### config.mk
export PLATFORM = sky130hd
export DESIGN_NAME = ram_burst_tracker_flat
export DESIGN_NICKNAME = d
export VERILOG_FILES = /design/src/rtl/ram_trace_pkg.sv /design/src/rtl/ram_burst_tracker_if.sv /design/src/rtl/ram_burst_addr_gen.sv /design/src/rtl/ram_burst_tracker.sv /design/src/flat_wrapper.sv
export SDC_FILE = /design/constraint.sdc
export NUM_CORES = 1
export LEC_CHECK = 0
export ABC_AREA = 0
export CORE_MARGIN = 2
export CORE_UTILIZATION = 43
export DETAILED_ROUTE_END_ITERATION = 10
export GPL_TIMING_DRIVEN = 1
export PLACE_DENSITY = 0.76
export SYNTH_ARGS = -nofsm -noshare
export SYNTH_HDL_FRONTEND = slang
export SYNTH_SLANG_ARGS = --single-unit
### constraint.sdc
create_clock -name mclk -period 2.02 [get_ports mclk]
set_input_delay 0.404 -clock mclk [delete_from_list [all_inputs] [get_ports mclk]]
set_output_delay 0.404 -clock mclk [all_outputs]
set_load 0.03 [all_outputs]
### src/rtl/ram_trace_pkg.sv
// Shared types and widths for the RAM trace path: tracker FSM states, record field widths
// and the burst-wrap mask helper.
package ram_trace_pkg;

  localparam int unsigned ADDR_W = 23;
  localparam int unsigned DATA_W = 16;
  localparam int unsigned UBLB_W = 2;
  localparam int unsigned TIME_W = 16;

  typedef enum logic [1:0] {
    StIdle    = 2'd0,
    StLatency = 2'd1,
    StBurst   = 2'd2
  } state_e;

  // Bits of the address that roll over inside one burst; 0 means the whole address counts.
  function automatic logic [ADDR_W-1:0] wrap_mask(int unsigned burst_wrap);
    if (burst_wrap == 0) begin
      return '1;
    end
    return ADDR_W'(burst_wrap - 1);
  endfunction

endpackage

### src/rtl/ram_burst_tracker_if.sv
// Filtered RAM bus sample stream in, per-beat trace records out (valid/ready).
// RAM_BURST_TIMESTAMP_EN adds the out_time record field.
interface ram_burst_tracker_if;
  import ram_trace_pkg::*;

  logic [ADDR_W-1:0] filter_a;
  logic [DATA_W-1:0] filter_d;
  logic [UBLB_W-1:0] filter_ublb;
  logic              filter_read;
  logic              filter_write;
  logic              filter_addr_latch;
  logic              filter_strobe;

  logic              out_valid;
  logic              out_ready;
  logic [ADDR_W-1:0] out_addr;
  logic [DATA_W-1:0] out_data;
  logic [UBLB_W-1:0] out_ublb;
  logic              out_write;
`ifdef RAM_BURST_TIMESTAMP_EN
  logic [TIME_W-1:0] out_time;

  modport master (
    output filter_a, filter_d, filter_ublb, filter_read, filter_write, filter_addr_latch,
    output filter_strobe, out_ready,
    input  out_valid, out_addr, out_data, out_ublb, out_write, out_time
  );

  modport slave (
    input  filter_a, filter_d, filter_ublb, filter_read, filter_write, filter_addr_latch,
    input  filter_strobe, out_ready,
    output out_valid, out_addr, out_data, out_ublb, out_write, out_time
  );
`else
  modport master (
    output filter_a, filter_d, filter_ublb, filter_read, filter_write, filter_addr_latch,
    output filter_strobe, out_ready,
    input  out_valid, out_addr, out_data, out_ublb, out_write
  );

  modport slave (
    input  filter_a, filter_d, filter_ublb, filter_read, filter_write, filter_addr_latch,
    input  filter_strobe, out_ready,
    output out_valid, out_addr, out_data, out_ublb, out_write
  );
`endif

endinterface

### src/rtl/ram_burst_addr_gen.sv
// Burst word-address generator: loads the latched base, steps per beat, wraps the low
// log2(BURST_WRAP) bits (BURST_WRAP = 0: plain 23-bit increment).
module ram_burst_addr_gen
  import ram_trace_pkg::*;
#(
  parameter int unsigned BURST_WRAP = 0
) (
  input  logic              clk_i,
  input  logic              rst_ni,
  input  logic              load_i,
  input  logic [ADDR_W-1:0] base_i,
  input  logic              inc_i,
  output logic [ADDR_W-1:0] addr_o
);

  localparam logic [ADDR_W-1:0] WrapMask = wrap_mask(BURST_WRAP);

  logic [ADDR_W-1:0] addr_q, addr_d;
  logic [ADDR_W-1:0] addr_plus;

  always_comb begin
    addr_plus = addr_q + ADDR_W'(1);
    addr_d    = addr_q;
    if (load_i) begin
      addr_d = base_i;
    end else if (inc_i) begin
      addr_d = (addr_q & ~WrapMask) | (addr_plus & WrapMask);
    end
  end

  always_ff @(posedge clk_i or negedge rst_ni) begin
    if (!rst_ni) begin
      addr_q <= '0;
    end else begin
      addr_q <= addr_d;
    end
  end

  assign addr_o = addr_q;

endmodule

### src/rtl/ram_burst_tracker.sv
// Reconstructs synchronous-burst PSRAM transactions from strobed bus samples and emits one
// record per data beat. RAM_BURST_TIMESTAMP_EN adds a strobe-count timestamp per record.
module ram_burst_tracker
  import ram_trace_pkg::*;
#(
  parameter int unsigned LATENCY    = 4,
  parameter int unsigned BURST_WRAP = 0
) (
  input  logic                mclk,
  input  logic                reset,
  ram_burst_tracker_if.slave  bus,
  input  logic                clear_flags,
  output logic                overflow,
  output logic                proto_err
);

  localparam logic [3:0] LatInit = 4'(LATENCY - 1);

  state_e            state_q, state_d;
  logic [3:0]        lat_cnt_q, lat_cnt_d;
  logic              addr_load, addr_inc, beat, both;
  logic              rec_load, rec_drop;
  logic [ADDR_W-1:0] cur_addr;

  logic              out_valid_q, out_valid_d;
  logic [ADDR_W-1:0] out_addr_q, out_addr_d;
  logic [DATA_W-1:0] out_data_q, out_data_d;
  logic [UBLB_W-1:0] out_ublb_q, out_ublb_d;
  logic              out_write_q, out_write_d;
  logic              overflow_q, overflow_d;
  logic              proto_err_q, proto_err_d;

  ram_burst_addr_gen #(
    .BURST_WRAP (BURST_WRAP)
  ) u_addr_gen (
    .clk_i  (mclk),
    .rst_ni (reset),
    .load_i (addr_load),
    .base_i (bus.filter_a),
    .inc_i  (addr_inc),
    .addr_o (cur_addr)
  );

  always_comb begin
    state_d   = state_q;
    lat_cnt_d = lat_cnt_q;
    addr_load = 1'b0;
    addr_inc  = 1'b0;
    beat      = 1'b0;
    both      = 1'b0;
    if (bus.filter_strobe) begin
      if (bus.filter_addr_latch) begin
        state_d   = StLatency;
        lat_cnt_d = LatInit;
        addr_load = 1'b1;
      end else begin
        case (state_q)
          StIdle: ;
          StLatency: begin
            if (lat_cnt_q == 4'd0) begin
              state_d = StBurst;
            end else begin
              lat_cnt_d = lat_cnt_q - 4'd1;
            end
          end
          StBurst: begin
            // A conflicting rd+wr sample still consumes a burst slot on the RAM side.
            if (bus.filter_read ^ bus.filter_write) begin
              beat     = 1'b1;
              addr_inc = 1'b1;
            end else if (bus.filter_read && bus.filter_write) begin
              both     = 1'b1;
              addr_inc = 1'b1;
            end
          end
          default: state_d = StIdle;
        endcase
      end
    end
  end

  always_comb begin
    rec_load    = beat && (!out_valid_q || bus.out_ready);
    rec_drop    = beat && out_valid_q && !bus.out_ready;
    out_valid_d = out_valid_q;
    out_addr_d  = out_addr_q;
    out_data_d  = out_data_q;
    out_ublb_d  = out_ublb_q;
    out_write_d = out_write_q;
    if (rec_load) begin
      out_valid_d = 1'b1;
      out_addr_d  = cur_addr;
      out_data_d  = bus.filter_d;
      out_ublb_d  = bus.filter_ublb;
      out_write_d = bus.filter_write;
    end else if (out_valid_q && bus.out_ready) begin
      out_valid_d = 1'b0;
    end
    overflow_d  = rec_drop | (overflow_q & ~clear_flags);
    proto_err_d = both | (proto_err_q & ~clear_flags);
  end

  always_ff @(posedge mclk or negedge reset) begin
    if (!reset) begin
      state_q     <= StIdle;
      lat_cnt_q   <= '0;
      out_valid_q <= 1'b0;
      out_addr_q  <= '0;
      out_data_q  <= '0;
      out_ublb_q  <= '0;
      out_write_q <= 1'b0;
      overflow_q  <= 1'b0;
      proto_err_q <= 1'b0;
    end else begin
      state_q     <= state_d;
      lat_cnt_q   <= lat_cnt_d;
      out_valid_q <= out_valid_d;
      out_addr_q  <= out_addr_d;
      out_data_q  <= out_data_d;
      out_ublb_q  <= out_ublb_d;
      out_write_q <= out_write_d;
      overflow_q  <= overflow_d;
      proto_err_q <= proto_err_d;
    end
  end

`ifdef RAM_BURST_TIMESTAMP_EN
  logic [TIME_W-1:0] ts_q, ts_d;
  logic [TIME_W-1:0] out_time_q, out_time_d;

  always_comb begin
    ts_d       = bus.filter_strobe ? ts_q + TIME_W'(1) : ts_q;
    out_time_d = rec_load ? ts_q : out_time_q;
  end

  always_ff @(posedge mclk or negedge reset) begin
    if (!reset) begin
      ts_q       <= '0;
      out_time_q <= '0;
    end else begin
      ts_q       <= ts_d;
      out_time_q <= out_time_d;
    end
  end

  assign bus.out_time = out_time_q;
`endif

  assign bus.out_valid = out_valid_q;
  assign bus.out_addr  = out_addr_q;
  assign bus.out_data  = out_data_q;
  assign bus.out_ublb  = out_ublb_q;
  assign bus.out_write = out_write_q;
  assign overflow      = overflow_q;
  assign proto_err     = proto_err_q;

endmodule

### src/flat_wrapper.sv
// flat-port wrapper written by rule: the top's interface ports become plain ports
module ram_burst_tracker_flat import ram_trace_pkg::*;
#(
  parameter int unsigned LATENCY    = 4,
  parameter int unsigned BURST_WRAP = 0
)
  (mclk, reset, clear_flags, overflow, proto_err, bus_filter_a, bus_filter_d, bus_filter_ublb, bus_filter_read, bus_filter_write, bus_filter_addr_latch, bus_filter_strobe, bus_out_ready, bus_out_valid, bus_out_addr, bus_out_data, bus_out_ublb, bus_out_write);
  ram_burst_tracker_if bus_i ();
  input  logic mclk;
  input  logic reset;
  input  logic clear_flags;
  output logic overflow;
  output logic proto_err;
  input wire logic [$bits(bus_i.filter_a)-1:0] bus_filter_a;
  input wire logic [$bits(bus_i.filter_d)-1:0] bus_filter_d;
  input wire logic [$bits(bus_i.filter_ublb)-1:0] bus_filter_ublb;
  input wire logic [$bits(bus_i.filter_read)-1:0] bus_filter_read;
  input wire logic [$bits(bus_i.filter_write)-1:0] bus_filter_write;
  input wire logic [$bits(bus_i.filter_addr_latch)-1:0] bus_filter_addr_latch;
  input wire logic [$bits(bus_i.filter_strobe)-1:0] bus_filter_strobe;
  input wire logic [$bits(bus_i.out_ready)-1:0] bus_out_ready;
  output wire logic [$bits(bus_i.out_valid)-1:0] bus_out_valid;
  output wire logic [$bits(bus_i.out_addr)-1:0] bus_out_addr;
  output wire logic [$bits(bus_i.out_data)-1:0] bus_out_data;
  output wire logic [$bits(bus_i.out_ublb)-1:0] bus_out_ublb;
  output wire logic [$bits(bus_i.out_write)-1:0] bus_out_write;
  assign bus_i.filter_a = bus_filter_a;
  assign bus_i.filter_d = bus_filter_d;
  assign bus_i.filter_ublb = bus_filter_ublb;
  assign bus_i.filter_read = bus_filter_read;
  assign bus_i.filter_write = bus_filter_write;
  assign bus_i.filter_addr_latch = bus_filter_addr_latch;
  assign bus_i.filter_strobe = bus_filter_strobe;
  assign bus_i.out_ready = bus_out_ready;
  assign bus_out_valid = bus_i.out_valid;
  assign bus_out_addr = bus_i.out_addr;
  assign bus_out_data = bus_i.out_data;
  assign bus_out_ublb = bus_i.out_ublb;
  assign bus_out_write = bus_i.out_write;
  ram_burst_tracker #(.LATENCY(LATENCY), .BURST_WRAP(BURST_WRAP)) u_core (.mclk(mclk), .reset(reset), .bus(bus_i), .clear_flags(clear_flags), .overflow(overflow), .proto_err(proto_err));
endmodule
==> flow_summary.toml <==
[pwr]
p_per_area_nw_per_um2 = 1010
p_leak_nw = 2.12
p_sw_w = 0.00152
power.share.clock_pct = 28.3
combPwrFrac_pct = 30.9
intPower_w = 0.00335
p_seq_share_pct = 40.8
swShare_pct = 31.3
irDropWorstVdd_uv = 491

[floorplan]
rows = 31
die_x_um = 91.7
dieArea_um2 = 8410
start_util_pct = 44.9
core_um2 = 7370
ios = 94
die_h_um = 91.7

[sta]
relSlewSlack_pct = 64.6
hold_violations = 0
fin_crit_sh_pct = 97.4
fin_crit_ns = 1.97
report.final.slew_viol_count = 0
tns_ns = 0
clock_skew_ns = 0.00844
setup_violations = 0
fmax_mhz = 508
worst_slew_pin_slew_ns = 0.530

[worst_setup_path]
reg2reg_from = "u_core.u_addr_gen.addr_o[6]"
reg2reg_to = "u_core.u_addr_gen.addr_o[18]"
cp-start-kind = "register"
max_stage_delay_ns = 0.55
worst-r2r-cell-count = 4
critical_path.endpoint_type = "register"
reg2reg_slack_ns = 0.05
crit_slowest_cell = "or4b_4"
worstSetupPathType = "register to register"
required_ns = 2.28
arrival_ns = 2.22
crit_chain = "and4_4, or4b_4, or4_4, a31oi_1"
critPathMaxFanout = 14

[placement]
dp_hpwl_um = 5370
portBuffers = 93
place_area_um2 = 4550
gp_congestion = 0.809
dp.cells = 492

[synth]
synth_fa_ha_area_share_pct = 1.51
synth_warnings = 0
synth.largest_area_cell = "dfrtp_1"
synthTopCellsByArea = "dfrtp_1 56%, mux2_2 14%, nand2_1 3.0%"
synth_nets = 336
synth_compound_area_share_pct = 7.83
synth_top_area_share_pct = 56.0
yosys_register_bits = 74
postSynthCellCount = 283
yosys-mux-area-fraction_pct = 14.6
avgSynthCellArea_um2 = 11.7
synth-seq-area-share_pct = 56.0
synthXorXnorAreaFrac_pct = 2.91
syn_area_um2 = 3310
synth_top_family_by_area = "multiplexers"
yosysUniqueCellTypes = 37
synthSimpleGateAreaFrac_pct = 14.0

[detailed_routing]
vias_per_cell = 5.10
drc = 0
wire_per_inst_um = 14.7
drtIter0Drc = 108
routed-via-count = 2607
drt_wl_total_um = 7530
ant_nets = 0
drt_pass1_iterations = 4

[clocking]
numCtsBuffers = 9
cts_tree = "built"
clockBufferDepth = 2
path_clk_slew_ns = 0.08
htreeDepth = 3
clock-sinks = 74
clk_latency_ns = 0.34
cts-root-buf = "clkbuf_8"

[grt]
grt_usage_pct = 18.8
antenna_found_initial = 0
overflow = 0
grt_pass1_vias = 2593
grt_max_degree = 58
grt_pass1_wl_um = 12500

[run_status]
outcome = "finished, final reports clean"

[cells_and_area]
finalInstanceArea_um2 = 4820
n_antenna_cell = 0
area_delta_synth_final_pct = 45.8
fin_cells = 511
nNetsFinal = 460
drive_above_1_share_pct = 23.5

[run]
maxCapViolations = 0

[min_path]
hold_class = "primary input to asynchronous set/reset pin"
[cell usage after synthesis]
master         instances
ha_1                   4
mux2_2                42
nand2_1               26
o22ai_1                2
nor4_1                 1
inv_1                  9
buf_6                  2
nand2b_1               1
or3_1                  7
buf_4                  1
nor4b_1                2
clkbuf_1               7
and2_2                 1
nand3_1               10
o21ai_0               18
mux2i_1                1
xnor2_1                5
dlygate4sd1_1          1
buf_2                  1
a31oi_1               14
a2bb2oi_1              1
dfrtp_1               74
o211ai_1               1
nor2_1                17
or4_1                  7
and4_4                 1
o31ai_1                7
and3_1                 2
nand4_1                4
and3_2                 1
xor2_1                 6
or3_2                  1
and4_1                 1
nor3b_1                1
and2_1                 1
and4bb_2               1
or4b_1                 2
[cells by family after synthesis]
| logic type | Yosys count |
|---|---|
| flip-flops | 74 |
| adder cells (fa/ha/maj) | 4 |
| AND/OR/NAND/NOR | 87 |
| multiplexers | 43 |
| XOR/XNOR | 11 |
| buffers and inverters | 21 |
| AO/OA/AOI/OAI | 43 |
[how the worst max path moves through the flow]
| stage | from | to | slack [ns] |
|---|---|---|---|
| finish | u_core.u_addr_gen.addr_o[6] | u_core.u_addr_gen.addr_o[18] | 0.05 |
| global route | u_core.u_addr_gen.addr_o[4] | u_core.u_addr_gen.addr_o[20] | -0.02 |
| floorplan | u_core.u_addr_gen.addr_o[3] | u_core.u_addr_gen.addr_o[16] | 0.007 |
| global placement | bus_filter_write | u_core.u_addr_gen.addr_o[17] | -0.37 |
| CTS | u_core.u_addr_gen.addr_o[4] | u_core.u_addr_gen.addr_o[18] | 0.04 |
| detailed placement | bus_filter_write | u_core.u_addr_gen.addr_o[14] | -0.47 |
[layout make-up]
type                       count  area (um2)
timing repair buffer         125        1210
tap                           99         124
fill                         574        2550
inverter                       9        33.8
clock buffer                  10         128
sequential                    74        1850
clock inverter                 6         114
multi-input combinational    188        1370
[routing by layer]
layer	vias to the layer above	global-route usage (%)	share of wire, %
met2	78	29.9	49
li1	1265	-	-
met5	-	0	0
met4	0	7.46	1.3
met3	8	4.19	4.6
met1	1256	25.2	45
[what timing repair did]
action / in CTS / in global routing
setup buffers: 2 / 0
pin swaps: 4 / 1
endpoints found under the hold margin: 17 / 0
endpoints found under the setup margin: 12 / 2
hold buffers: 1 / 0
gates resized for setup: 3 / 1
[registers in the layout (all words and copies together) (netlist names)]
| register | flops |
|---|---|
| u_core.bus.out_addr | 23 |
| u_core.u_addr_gen.addr_o | 23 |
| u_core.bus.out_data | 16 |
| u_core.lat_cnt_q | 4 |
| u_core.bus.out_ublb | 2 |
| u_core.state_q | 2 |
| u_core.bus.out_valid | 1 |
| u_core.bus.out_write | 1 |
| u_core.overflow | 1 |
| u_core.proto_err | 1 |
[placed cells by master (no fill, tap or decap), types with 5 or more instances in the layout]
master,n
clkbuf_8,9
o21ai_0,18
mux2_2,42
xor2_1,6
xnor2_1,5
or3_1,7
nand2_1,26
buf_4,29
nand3_1,9
clkdlybuf4s50_1,90
a31oi_1,14
inv_1,9
o31ai_1,7
or4_1,6
dfrtp_1,74
nor2_1,17
[through the flow]
step / setup slack, ns / power (W) / hold slack (ns) / utilization [%]
after floorplan: 0.00682 / 0.00281 / 0.108 / -
after global placement: -0.368 / 0.00346 / 0.293 / 61.7
after detailed placement: -0.473 / 0.00352 / 0.296 / 61.7
after CTS: 0.0368 / 0.00489 / 0.473 / 65.4
after global routing: -0.0174 / 0.00512 / 0.469 / 65.4
final: 0.0525 / 0.00487 / 0.467 / 65.4
[critical path, delay by kind of cell, from the launching register on]
family	cells	cell delay [ns]
AND/OR/NAND/NOR	3	1.33
flip-flops	1	0.37
AO/OA/AOI/OAI	1	0.19
[power by group through the flow]
stage                     Combinational (W)  Clock [W]  Sequential (W)
after global placement              0.00147          0         0.00199
after floorplan                    0.000431          0         0.00238
after global routing                0.00161    0.00149         0.00203
after CTS                           0.00151    0.00140         0.00198
final                               0.00150    0.00138         0.00199
after detailed placement            0.00151          0         0.00201
No activity file was read; power rests on OpenSTA's default activity.
